<file path="src/rtl/data_mem_ctrl_if.sv">
// rtl/data_mem_ctrl_if.sv - pipeline, debug and byte-RAM bus bundle for data_mem_ctrl
interface data_mem_ctrl_if #(
    parameter int ADDR_WIDTH = 12
);
    // pipeline (MEM stage) side
    logic                  i_pipe_req;
    logic                  i_pipe_write;
    logic [1:0]            i_pipe_size;
    logic                  i_pipe_unsigned;
    logic [ADDR_WIDTH-1:0] i_pipe_addr;
    logic [31:0]           i_pipe_wdata;
    logic                  o_pipe_stall;
    logic                  o_pipe_done;
    logic [31:0]           o_pipe_rdata;
    logic                  o_misaligned;
    // debug unit side
    logic                  i_dbg_req;
    logic [ADDR_WIDTH-1:0] i_dbg_addr;
    logic                  o_dbg_ack;
    logic [31:0]           o_dbg_rdata;
    // byte-wide RAM side
    logic                  o_ram_we;
    logic [ADDR_WIDTH-1:0] o_ram_addr;
    logic [7:0]            o_ram_wdata;
    logic [7:0]            i_ram_rdata;

    // controller view
    modport slave (
        input  i_pipe_req, i_pipe_write, i_pipe_size, i_pipe_unsigned, i_pipe_addr, i_pipe_wdata,
        output o_pipe_stall, o_pipe_done, o_pipe_rdata, o_misaligned,
        input  i_dbg_req, i_dbg_addr,
        output o_dbg_ack, o_dbg_rdata,
        output o_ram_we, o_ram_addr, o_ram_wdata,
        input  i_ram_rdata
    );

    // requester / RAM view
    modport master (
        output i_pipe_req, i_pipe_write, i_pipe_size, i_pipe_unsigned, i_pipe_addr, i_pipe_wdata,
        input  o_pipe_stall, o_pipe_done, o_pipe_rdata, o_misaligned,
        output i_dbg_req, i_dbg_addr,
        input  o_dbg_ack, o_dbg_rdata,
        input  o_ram_we, o_ram_addr, o_ram_wdata,
        output i_ram_rdata
    );
endinterface

</file>
<file path="src/rtl/data_mem_ctrl.sv">
// rtl/data_mem_ctrl.sv - byte-serial 32-bit load/store and debug word-read sequencer for a byte RAM
module data_mem_ctrl #(
    parameter int ADDR_WIDTH = 12
) (
    input  logic            i_clk,
    input  logic            i_reset,
    data_mem_ctrl_if.slave  bus
);
    typedef enum logic [1:0] {
        IDLE = 2'd0,
        PIPE = 2'd1,
        DBG  = 2'd2
    } state_t;

    state_t                state;
    logic [1:0]            cnt;
    logic [ADDR_WIDTH-1:0] p_addr;
    logic [ADDR_WIDTH-1:0] d_addr;
    logic [1:0]            p_size;
    logic                  p_write;
    logic                  p_unsigned;
    logic [31:0]           p_wdata;
    logic [31:0]           asm_q;
    logic [31:0]           asm_next;
    logic [31:0]           load_ext;
    logic [1:0]            last_idx;
    logic                  req_mis;

    // misalignment of the request presented in IDLE (half on odd byte, word off a word boundary)
    always_comb begin
        req_mis = 1'b0;
        if (bus.i_pipe_size == 2'b01) begin
            req_mis = bus.i_pipe_addr[0];
        end else if (bus.i_pipe_size[1]) begin
            req_mis = (bus.i_pipe_addr[1:0] != 2'b00);
        end
    end

    // index of the final byte of the captured pipeline access
    always_comb begin
        case (p_size)
            2'b00:   last_idx = 2'd0;
            2'b01:   last_idx = 2'd1;
            default: last_idx = 2'd3;
        endcase
    end

    // assembly word including the byte the RAM returns this cycle, so the final byte needs no extra cycle
    always_comb begin
        asm_next = asm_q;
        asm_next[{cnt, 3'b000} +: 8] = bus.i_ram_rdata;
    end

    // sign/zero extension of the assembled load data
    always_comb begin
        case (p_size)
            2'b00:   load_ext = p_unsigned ? {24'd0, asm_next[7:0]}
                                           : {{24{asm_next[7]}}, asm_next[7:0]};
            2'b01:   load_ext = p_unsigned ? {16'd0, asm_next[15:0]}
                                           : {{16{asm_next[15]}}, asm_next[15:0]};
            default: load_ext = asm_next;
        endcase
    end

    // RAM drive: quiet in IDLE, write strobe forced low whenever reset is asserted
    always_comb begin
        bus.o_ram_we    = 1'b0;
        bus.o_ram_addr  = '0;
        bus.o_ram_wdata = 8'd0;
        if (state == PIPE) begin
            bus.o_ram_addr = p_addr + ADDR_WIDTH'(cnt);
            if (p_write) begin
                bus.o_ram_we    = ~i_reset;
                bus.o_ram_wdata = p_wdata[{cnt, 3'b000} +: 8];
            end
        end else if (state == DBG) begin
            bus.o_ram_addr = d_addr + ADDR_WIDTH'(cnt);
        end
    end

    assign bus.o_pipe_stall = bus.i_pipe_req & ~bus.o_pipe_done;

    // arbitration and byte sequencing; done/ack/misaligned are one-cycle registered pulses
    always_ff @(posedge i_clk) begin
        if (i_reset) begin
            state            <= IDLE;
            cnt              <= 2'd0;
            p_addr           <= '0;
            d_addr           <= '0;
            p_size           <= 2'd0;
            p_write          <= 1'b0;
            p_unsigned       <= 1'b0;
            p_wdata          <= 32'd0;
            asm_q            <= 32'd0;
            bus.o_pipe_done  <= 1'b0;
            bus.o_misaligned <= 1'b0;
            bus.o_pipe_rdata <= 32'd0;
            bus.o_dbg_ack    <= 1'b0;
            bus.o_dbg_rdata  <= 32'd0;
        end else begin
            bus.o_pipe_done  <= 1'b0;
            bus.o_misaligned <= 1'b0;
            bus.o_dbg_ack    <= 1'b0;
            case (state)
                IDLE: begin
                    cnt <= 2'd0;
                    // a request still high during its own done/ack cycle is already consumed
                    if (bus.i_pipe_req && !bus.o_pipe_done) begin
                        p_addr     <= bus.i_pipe_addr;
                        p_size     <= bus.i_pipe_size;
                        p_write    <= bus.i_pipe_write;
                        p_unsigned <= bus.i_pipe_unsigned;
                        p_wdata    <= bus.i_pipe_wdata;
                        if (req_mis) begin
                            bus.o_pipe_done  <= 1'b1;
                            bus.o_misaligned <= 1'b1;
                            bus.o_pipe_rdata <= 32'd0;
                        end else begin
                            state <= PIPE;
                        end
                    end else if (bus.i_dbg_req && !bus.o_dbg_ack) begin
                        d_addr <= {bus.i_dbg_addr[ADDR_WIDTH-1:2], 2'b00};
                        state  <= DBG;
                    end
                end
                PIPE: begin
                    asm_q <= asm_next;
                    if (cnt == last_idx) begin
                        state           <= IDLE;
                        cnt             <= 2'd0;
                        bus.o_pipe_done <= 1'b1;
                        if (!p_write) begin
                            bus.o_pipe_rdata <= load_ext;
                        end
                    end else begin
                        cnt <= cnt + 2'd1;
                    end
                end
                DBG: begin
                    asm_q <= asm_next;
                    if (cnt == 2'd3) begin
                        state           <= IDLE;
                        cnt             <= 2'd0;
                        bus.o_dbg_ack   <= 1'b1;
                        bus.o_dbg_rdata <= asm_next;
                    end else begin
                        cnt <= cnt + 2'd1;
                    end
                end
                default: state <= IDLE;
            endcase
        end
    end
endmodule

</file>
<file path="src/flat_wrapper.sv">
// flat-port wrapper written by rule: the top's interface ports become plain ports
module data_mem_ctrl_flat 
#(
    parameter int ADDR_WIDTH = 12
)
  (i_clk, i_reset, bus_i_pipe_req, bus_i_pipe_write, bus_i_pipe_size, bus_i_pipe_unsigned, bus_i_pipe_addr, bus_i_pipe_wdata, bus_o_pipe_stall, bus_o_pipe_done, bus_o_pipe_rdata, bus_o_misaligned, bus_i_dbg_req, bus_i_dbg_addr, bus_o_dbg_ack, bus_o_dbg_rdata, bus_o_ram_we, bus_o_ram_addr, bus_o_ram_wdata, bus_i_ram_rdata);
  data_mem_ctrl_if #(.ADDR_WIDTH(ADDR_WIDTH)) bus_i ();
  input  logic i_clk;
  input  logic i_reset;
  input wire logic [$bits(bus_i.i_pipe_req)-1:0] bus_i_pipe_req;
  input wire logic [$bits(bus_i.i_pipe_write)-1:0] bus_i_pipe_write;
  input wire logic [$bits(bus_i.i_pipe_size)-1:0] bus_i_pipe_size;
  input wire logic [$bits(bus_i.i_pipe_unsigned)-1:0] bus_i_pipe_unsigned;
  input wire logic [$bits(bus_i.i_pipe_addr)-1:0] bus_i_pipe_addr;
  input wire logic [$bits(bus_i.i_pipe_wdata)-1:0] bus_i_pipe_wdata;
  output wire logic [$bits(bus_i.o_pipe_stall)-1:0] bus_o_pipe_stall;
  output wire logic [$bits(bus_i.o_pipe_done)-1:0] bus_o_pipe_done;
  output wire logic [$bits(bus_i.o_pipe_rdata)-1:0] bus_o_pipe_rdata;
  output wire logic [$bits(bus_i.o_misaligned)-1:0] bus_o_misaligned;
  input wire logic [$bits(bus_i.i_dbg_req)-1:0] bus_i_dbg_req;
  input wire logic [$bits(bus_i.i_dbg_addr)-1:0] bus_i_dbg_addr;
  output wire logic [$bits(bus_i.o_dbg_ack)-1:0] bus_o_dbg_ack;
  output wire logic [$bits(bus_i.o_dbg_rdata)-1:0] bus_o_dbg_rdata;
  output wire logic [$bits(bus_i.o_ram_we)-1:0] bus_o_ram_we;
  output wire logic [$bits(bus_i.o_ram_addr)-1:0] bus_o_ram_addr;
  output wire logic [$bits(bus_i.o_ram_wdata)-1:0] bus_o_ram_wdata;
  input wire logic [$bits(bus_i.i_ram_rdata)-1:0] bus_i_ram_rdata;
  assign bus_i.i_pipe_req = bus_i_pipe_req;
  assign bus_i.i_pipe_write = bus_i_pipe_write;
  assign bus_i.i_pipe_size = bus_i_pipe_size;
  assign bus_i.i_pipe_unsigned = bus_i_pipe_unsigned;
  assign bus_i.i_pipe_addr = bus_i_pipe_addr;
  assign bus_i.i_pipe_wdata = bus_i_pipe_wdata;
  assign bus_o_pipe_stall = bus_i.o_pipe_stall;
  assign bus_o_pipe_done = bus_i.o_pipe_done;
  assign bus_o_pipe_rdata = bus_i.o_pipe_rdata;
  assign bus_o_misaligned = bus_i.o_misaligned;
  assign bus_i.i_dbg_req = bus_i_dbg_req;
  assign bus_i.i_dbg_addr = bus_i_dbg_addr;
  assign bus_o_dbg_ack = bus_i.o_dbg_ack;
  assign bus_o_dbg_rdata = bus_i.o_dbg_rdata;
  assign bus_o_ram_we = bus_i.o_ram_we;
  assign bus_o_ram_addr = bus_i.o_ram_addr;
  assign bus_o_ram_wdata = bus_i.o_ram_wdata;
  assign bus_i.i_ram_rdata = bus_i_ram_rdata;
  data_mem_ctrl #(.ADDR_WIDTH(ADDR_WIDTH)) u_core (.i_clk(i_clk), .i_reset(i_reset), .bus(bus_i));
endmodule
</file>
<file path="config.mk">
export PLATFORM = sky130hd
export DESIGN_NAME = data_mem_ctrl_flat
export DESIGN_NICKNAME = d
export VERILOG_FILES = /design/src/rtl/data_mem_ctrl_if.sv /design/src/rtl/data_mem_ctrl.sv /design/src/flat_wrapper.sv
export SDC_FILE = /design/constraint.sdc
export NUM_CORES = 1
export LEC_CHECK = 0
export BUFFER_PORTS_ARGS = -buffer_cell sky130_fd_sc_hd__buf_2
export CAP_MARGIN = 5
export CELL_PAD_IN_SITES_DETAIL_PLACEMENT = 0
export CELL_PAD_IN_SITES_GLOBAL_PLACEMENT = 1
export CORE_MARGIN = 5
export CORE_UTILIZATION = 36
export CTS_CLUSTER_SIZE = 10
export DETAILED_ROUTE_END_ITERATION = 8
export GPL_ROUTABILITY_DRIVEN = 0
export PLACE_DENSITY_LB_ADDON = 0.1
export RECOVER_POWER = 50
export SYNTH_ARGS = -nofsm -noshare
export SYNTH_HDL_FRONTEND = slang
export SYNTH_SLANG_ARGS = --single-unit
</file>
<file path="constraint.sdc">
create_clock -name i_clk -period 2.9 [get_ports i_clk]
set_input_delay 0.29 -clock i_clk [delete_from_list [all_inputs] [get_ports i_clk]]
set_output_delay 0.29 -clock i_clk [all_outputs]
set_load 0.1 [all_outputs]
</file>
# Word-level counts from Yosys, hierarchy flattened
# Cells that the tools add are included.
dict set report totals {
  regBits 161
  latchBits 0
  ramBits 0
  rom_bits 0
  wordCells 89
  mem_count 0
}
dict set report op_classes {
  add_sub_neg 4
  n_mul 0
  n_div 0
  n_lt_le_gt_ge 0
  eq_ne 13
  shifts 3
  muxes 32
  bitwise_logic 6
  reduce_logical 17
}
# cell count
set ops {}
lappend ops {{32-bit 2-to-1 mux} 6}
lappend ops {{32-bit one-hot mux with 2 select lines} 2}
lappend ops {{32-bit bitwise mux} 1}
lappend ops {{8-bit by 7-bit variable shift with 32-bit output (first input constant)} 1}
lappend ops {{32-bit by 6-bit variable part select with 8-bit output} 1}
lappend ops {{8-bit by 7-bit variable part select with 32-bit output} 1}
lappend ops {{12-bit by 2-bit adder with 12-bit output} 2}
lappend ops {{12-bit 2-to-1 mux} 2}
lappend ops {{8-bit 2-to-1 mux} 2}
lappend ops {{2-bit 2-to-1 mux} 7}
lappend ops {{2-bit one-hot mux with 3 select lines} 2}
lappend ops {{1-bit 2-to-1 mux} 8}
lappend ops {{5-bit negator with 7-bit output} 1}
lappend ops {{2-bit by 1-bit == test with 1-bit output (second input constant)} 3}
lappend ops {{2-bit != test (second input constant)} 3}
lappend ops {{2-bit OR reduction} 3}
lappend ops {{1-bit NOT} 5}
lappend ops {{5-bit AND reduction} 1}
lappend ops {{2-bit == test (second input constant)} 2}
lappend ops {{2-bit zero test} 2}
lappend ops {{2-bit by 1-bit != test with 1-bit output (second input constant)} 2}
lappend ops {{2-bit one-hot mux with 2 select lines} 1}
lappend ops {{2-bit AND reduction} 2}
lappend ops {{4-bit AND reduction} 1}
lappend ops {{other kinds (11)} 14}

# Longest topological paths before layout
dict set report logic_depth {
  word_depth 8
  depth_mapped 11
}

# Worst setup path before layout
# No wires, ideal clock.
dict set report synth_path {
  path_type {reg2out}
  start {reg u_core.cnt[0]}
  end {out bus_o_ram_addr[8]}
  arrival_ns 3.489
  required_ns 2.610
  setup_slack_ns -0.879
  stages_incl_launch_ff 7
  path_buffers 0
  path_cell_list {dfxtp_1 ha_1 fa_1 and4_1 nand4_1 xor2_1 o21ai_0}
}
dict set report synth_via {
  elab_chain_cells 3
  word_cells_on_any_way 4
  classes_between {2 x add/sub; 2 x mux}
}
# element line_no
set synth_rtl {}
lappend synth_rtl {{start, declared} data_mem_ctrl.sv:16} ;# logic [1:0] cnt;
lappend synth_rtl {{start signal, assigned} data_mem_ctrl.sv:136} ;# cnt <= cnt + 2'd1;
lappend synth_rtl {{start signal, assigned} data_mem_ctrl.sv:147} ;# cnt <= cnt + 2'd1;
lappend synth_rtl {{12-bit by 2-bit adder with 12-bit output} data_mem_ctrl.sv:77} ;# bus.o_ram_addr = d_addr + ADDR_WIDTH'(cnt);
lappend synth_rtl {{12-bit 2-to-1 mux} data_mem_ctrl.sv:76} ;# end else if (state == DBG) begin
lappend synth_rtl {{12-bit 2-to-1 mux *} data_mem_ctrl.sv:70} ;# if (state == PIPE) begin
lappend synth_rtl {{end, declared} flat_wrapper.sv:25} ;# output wire logic [$bits(bus_i.o_ram_addr)-1:0] bus_o_ram_addr;
# Mark *: on every way between the ends. The rest lies on a longest branch, timed or not.

# Worst setup path in the final report
dict set report layout_path {
  start {reg u_core.cnt[1]}
  end {out bus_o_ram_addr[11]}
}
# Same word-level chain as after synthesis.

==> flow_results.xml <==
<?xml version="1.0" encoding="UTF-8"?>
<metrics>
  <group name="route">
    <metric name="route.final.wire_length" unit="mm">21.5</metric>
    <metric name="avgRoutedWirePerCell" unit="um">17.1</metric>
    <metric name="ant_nets" unit="">0</metric>
    <metric name="routed-via-count" unit="">6288</metric>
    <metric name="detailedRoute.firstPassIterationCount" unit="">5</metric>
    <metric name="detail_route.drc_violations" unit="">0</metric>
    <metric name="first_iter_violations" unit="">367</metric>
    <metric name="viasPerCell" unit="">4.99</metric>
  </group>
  <group name="setup_path">
    <metric name="critical_path_cell_list" unit="">buf_4, ha_1, a21oi_2, nor2_1, a31o_2, o211ai_1, buf_12</metric>
    <metric name="cell_family_contributing_the_most_delay_on_the_critical_path" unit="">compound AO/OA/AOI/OAI gates</metric>
    <metric name="cp_slowest_cell" unit="">sky130_fd_sc_hd__dfxtp_2</metric>
    <metric name="r2r.worst_path.cells" unit="">7</metric>
    <metric name="cp.arrival" unit="ps">2350</metric>
    <metric name="cp_slowest_stage_delay" unit="ps">430</metric>
    <metric name="worst-path-max-fanout" unit="">12</metric>
    <metric name="critical_path.reg2reg.endpoint" unit="">u_core.bus.o_pipe_rdata[30]$_SDFFE_PP0P_</metric>
    <metric name="worstPathRequired" unit="ps">2610</metric>
    <metric name="crit_type" unit="">reg -&gt; out</metric>
    <metric name="r2r_start" unit="">u_core.cnt[0]$_SDFFE_PP0P_</metric>
    <metric name="setup.worst_path.end_class" unit="">output pin</metric>
    <metric name="startpoint_type" unit="">flop</metric>
    <metric name="setup.reg_to_reg.worst_slack" unit="ps">310</metric>
    <metric name="crit_buf_inv" unit="">2</metric>
  </group>
  <group name="logic_synthesis">
    <metric name="syn-num-nets" unit="">933</metric>
    <metric name="asyncSetResetFlopFracSynth" unit="%">0</metric>
    <metric name="synth_sequential_area_ratio" unit="%">44.2</metric>
    <metric name="mappedNetlistArea" unit="sq um">7300</metric>
    <metric name="synth.avg_cell_area" unit="sq um">8.61</metric>
    <metric name="synth.yosys.warnings" unit="">0</metric>
    <metric name="synth-edff-count" unit="">0</metric>
    <metric name="ys_types" unit="">56</metric>
    <metric name="yosys_most_used_dff" unit="">sky130_fd_sc_hd__dfxtp_1</metric>
    <metric name="synthCells" unit="">848</metric>
    <metric name="synth.top_cells.by_area" unit="">sky130_fd_sc_hd__dfxtp_1, sky130_fd_sc_hd__a21oi_1, sky130_fd_sc_hd__nand2_1, sky130_fd_sc_hd__a211oi_1, sky130_fd_sc_hd__nor2_1</metric>
    <metric name="postSynthRegisterBits" unit="">161</metric>
    <metric name="yosys.area.top_type" unit="">sky130_fd_sc_hd__dfxtp_1</metric>
    <metric name="synth_largest_type_area_fraction" unit="%">44.2</metric>
  </group>
  <group name="place">
    <metric name="total_half_perimeter_wirelength_after_legalization_and_detailed_placement" unit="mm">15.0</metric>
    <metric name="placedCellCount" unit="">1226</metric>
    <metric name="numPortBuffers" unit="">158</metric>
    <metric name="post_dp_cell_area" unit="sq um">8500</metric>
  </group>
  <group name="finish">
    <metric name="synthToLayoutAreaGrowth" unit="%">24.1</metric>
    <metric name="layout.cells.most_common" unit="">sky130_fd_sc_hd__dfxtp_1</metric>
    <metric name="fillers" unit="">2052</metric>
    <metric name="fin_area" unit="sq um">9060</metric>
    <metric name="finish.cell_count_without_fillers" unit="">1259</metric>
    <metric name="final_nets" unit="">1060</metric>
    <metric name="proportion_of_layout_cells_with_a_drive_suffix_above_1" unit="%">17.4</metric>
    <metric name="most-common-layout-cells" unit="">sky130_fd_sc_hd__dfxtp_1, sky130_fd_sc_hd__nand2_1, sky130_fd_sc_hd__a21oi_1</metric>
  </group>
  <group name="global_route">
    <metric name="globalRouteTotalUtil" unit="%">18.3</metric>
    <metric name="grt_pass1_wl" unit="mm">34.6</metric>
    <metric name="initial_antenna_violation_count" unit="">5</metric>
    <metric name="grt_max_degree" unit="">141</metric>
    <metric name="grt_overflow" unit="">0</metric>
    <metric name="vias_in_the_first_global_route" unit="">6176</metric>
  </group>
  <group name="min_path">
    <metric name="cell_depth_of_the_worst_hold_path" unit="">3</metric>
    <metric name="hold-path-endpoint" unit="">u_core.d_addr[6]$_SDFFE_PP0P_</metric>
    <metric name="hold_path.startpoint" unit="">bus_i_dbg_addr[6]</metric>
    <metric name="worst_hold_path_type" unit="">in -&gt; reg</metric>
  </group>
  <group name="floorplan">
    <metric name="fp.dieW" unit="um">152</metric>
    <metric name="core.rowCount" unit="">52</metric>
    <metric name="initial_core_util" unit="%">36.3</metric>
    <metric name="ioPinCount" unit="">161</metric>
    <metric name="floorplan.core_area" unit="sq um">20100</metric>
    <metric name="die_area" unit="sq um">23200</metric>
    <metric name="die-height" unit="um">152</metric>
  </group>
  <group name="timing">
    <metric name="rsz_0062_raised_after_global_routing" unit="">no</metric>
    <metric name="period_utilization_post_route" unit="%">91.0</metric>
    <metric name="report.final.setup_viol" unit="">0</metric>
    <metric name="worst_case_headroom_to_the_max_slew_limit" unit="%">18.8</metric>
    <metric name="fmax" unit="MHz">379</metric>
    <metric name="whs" unit="ps">102</metric>
    <metric name="period_minus_slack" unit="ps">2640</metric>
    <metric name="worst_pin_slew" unit="ps">1220</metric>
    <metric name="drv_slew" unit="">0</metric>
    <metric name="worst_clock_skew" unit="ps">7.08</metric>
    <metric name="hold_viol" unit="">0</metric>
  </group>
  <group name="clock_tree">
    <metric name="clock_tree.htree_level_count" unit="">4</metric>
    <metric name="clock_tree.buffer_depth" unit="">2</metric>
    <metric name="tritoncts.num_buffers" unit="">17</metric>
    <metric name="worst_setup_hold_path_clk_slew" unit="ps">70</metric>
    <metric name="cts.sinks" unit="">161</metric>
    <metric name="cts_post_setup_buffers_inserted" unit="">0</metric>
    <metric name="insertion_delay" unit="ps">420</metric>
    <metric name="tritoncts" unit="">built</metric>
    <metric name="cts-root-buf" unit="">sky130_fd_sc_hd__clkbuf_16</metric>
  </group>
  <group name="power">
    <metric name="power_per_cell_area" unit="nW/um^2">947</metric>
    <metric name="vdd_ir_max" unit="uV">491</metric>
    <metric name="p_leak" unit="uW">0.00337</metric>
  </group>
  <group name="job">
    <metric name="max_cap_violations" unit="">0</metric>
  </group>
  <group name="status">
    <metric name="status" unit="">completed</metric>
  </group>
</metrics>
-- Yosys cell counts (8+ instances only) --
cell                       instances
sky130_fd_sc_hd__a211oi_1         56
sky130_fd_sc_hd__a21oi_1          90
sky130_fd_sc_hd__and2_1           33
sky130_fd_sc_hd__buf_2            16
sky130_fd_sc_hd__clkbuf_1         51
sky130_fd_sc_hd__dfxtp_1         161
sky130_fd_sc_hd__ha_1             12
sky130_fd_sc_hd__inv_1            29
sky130_fd_sc_hd__mux2i_1          13
sky130_fd_sc_hd__mux4_2            8
sky130_fd_sc_hd__nand2_1         114
sky130_fd_sc_hd__nand3_1          11
sky130_fd_sc_hd__nand4b_1          8
sky130_fd_sc_hd__nor2_1           82
sky130_fd_sc_hd__nor2b_1          28
sky130_fd_sc_hd__o21ai_0          16
sky130_fd_sc_hd__o31ai_1          13
sky130_fd_sc_hd__o32ai_1           9
-- worst max path at each step --
stage | cells past startpoint | slack, ps | end | start
final | 7 | 260 | bus_o_ram_addr[11] | u_core.cnt[1]$_SDFFE_PP0P_
after global placement | 6 | 370 | u_core.bus.o_pipe_rdata[9]$_SDFFE_PP0P_ | u_core.cnt[0]$_SDFFE_PP0P_
after detailed placement | 6 | 320 | u_core.bus.o_pipe_rdata[12]$_SDFFE_PP0P_ | u_core.cnt[0]$_SDFFE_PP0P_
after CTS | 7 | 110 | bus_o_ram_addr[11] | u_core.cnt[1]$_SDFFE_PP0P_
after global routing | 7 | 90 | bus_o_ram_addr[11] | u_core.cnt[1]$_SDFFE_PP0P_
after floorplan | 6 | -120 | bus_o_ram_addr[8] | u_core.cnt[0]$_SDFFE_PP0P_
-- flip-flops by register name, indices dropped and copies added, names as in the netlist --
name	count
u_core.bus.o_dbg_rdata	32
u_core.p_size	2
u_core.bus.o_pipe_rdata	32
u_core.bus.o_dbg_ack	1
u_core.p_wdata	32
u_core.d_addr	10
u_core.p_unsigned	1
u_core.cnt	2
u_core.p_write	1
u_core.bus.o_pipe_done	1
u_core.state	2
u_core.bus.o_misaligned	1
u_core.p_addr	12
u_core.asm_q	32
-- stage by stage --
step	total power (uW)	utilization, %	worst slack (ps)	setup TNS, ps
3_5_place_dp	6150	42.3	321	0
2_1_floorplan	5300	-	-123	-123
5_1_grt	9090	45.0	90.8	0
4_1_cts	8680	45.5	107	0
3_3_place_gp	6130	42.3	369	0
6_report	8570	45.1	262	0
-- layout make-up --
| cell class | instances | area [sq um] | area share [%] |
|---|---|---|---|
| clock inverter | 12 | 203 | 2.24 |
| sequential | 161 | 3230 | 35.6 |
| clock buffer | 20 | 447 | 4.93 |
| antenna | 1 | 2.50 | 0.0276 |
| timing repair buffer | 180 | 1030 | 11.4 |
| multi-input combinational | 585 | 3690 | 40.8 |
| tap | 270 | 338 | 3.73 |
| inverter | 30 | 113 | 1.24 |
-- cell families (layout without fill, tap and decap cells) --
| kind of cell | after synthesis | in the layout | share of synthesized area [%] |
|---|---|---|---|
| AO/OA/AOI/OAI | 230 | 230 | 21.9 |
| multiplexers | 21 | 21 | 4.25 |
| flip-flops | 161 | 161 | 44.2 |
| buffers and inverters | 102 | 242 | 5.62 |
| adder cells (fa/ha/maj) | 13 | 13 | 2.33 |
| XOR/XNOR | 10 | 10 | 1.20 |
| other | 0 | 1 | 0 |
| AND/OR/NAND/NOR | 311 | 311 | 20.6 |
-- power by group --
part | internal (uW) | leakage, uW | switching, uW
clock | 1560 | 0.000321 | 939
sequential | 2610 | 0.00131 | 230
combinational | 1010 | 0.00173 | 2220
total | 5180 | 0.00337 | 3390
-- worst register-to-register path, cell delays in order, from the launching register on --
cell,delay (ps)
sky130_fd_sc_hd__dfxtp_2,460
sky130_fd_sc_hd__clkbuf_1,380
sky130_fd_sc_hd__ha_1,450
sky130_fd_sc_hd__and4b_1,410
sky130_fd_sc_hd__a21o_1,200
sky130_fd_sc_hd__a221oi_4,70
sky130_fd_sc_hd__buf_4,240
sky130_fd_sc_hd__o32ai_1,290
-- metal layers --
metal	up-vias	part of all wire, %	global-route usage (%)
met5	-	0.24	0
met4	10	1.1	4.24
met3	27	5.8	4.71
met2	150	46	29.0
met1	2857	47	25.3
li1	3244	-	-
-- what timing repair did --
action,CTS,global route
pin swaps,0,0
gates resized for setup,1,2
hold buffers,0,0
endpoints found under the hold margin,0,0
gates cloned,0,0
setup endpoints to repair,1,2
Note: power is estimated with default switching activity, not from simulation.
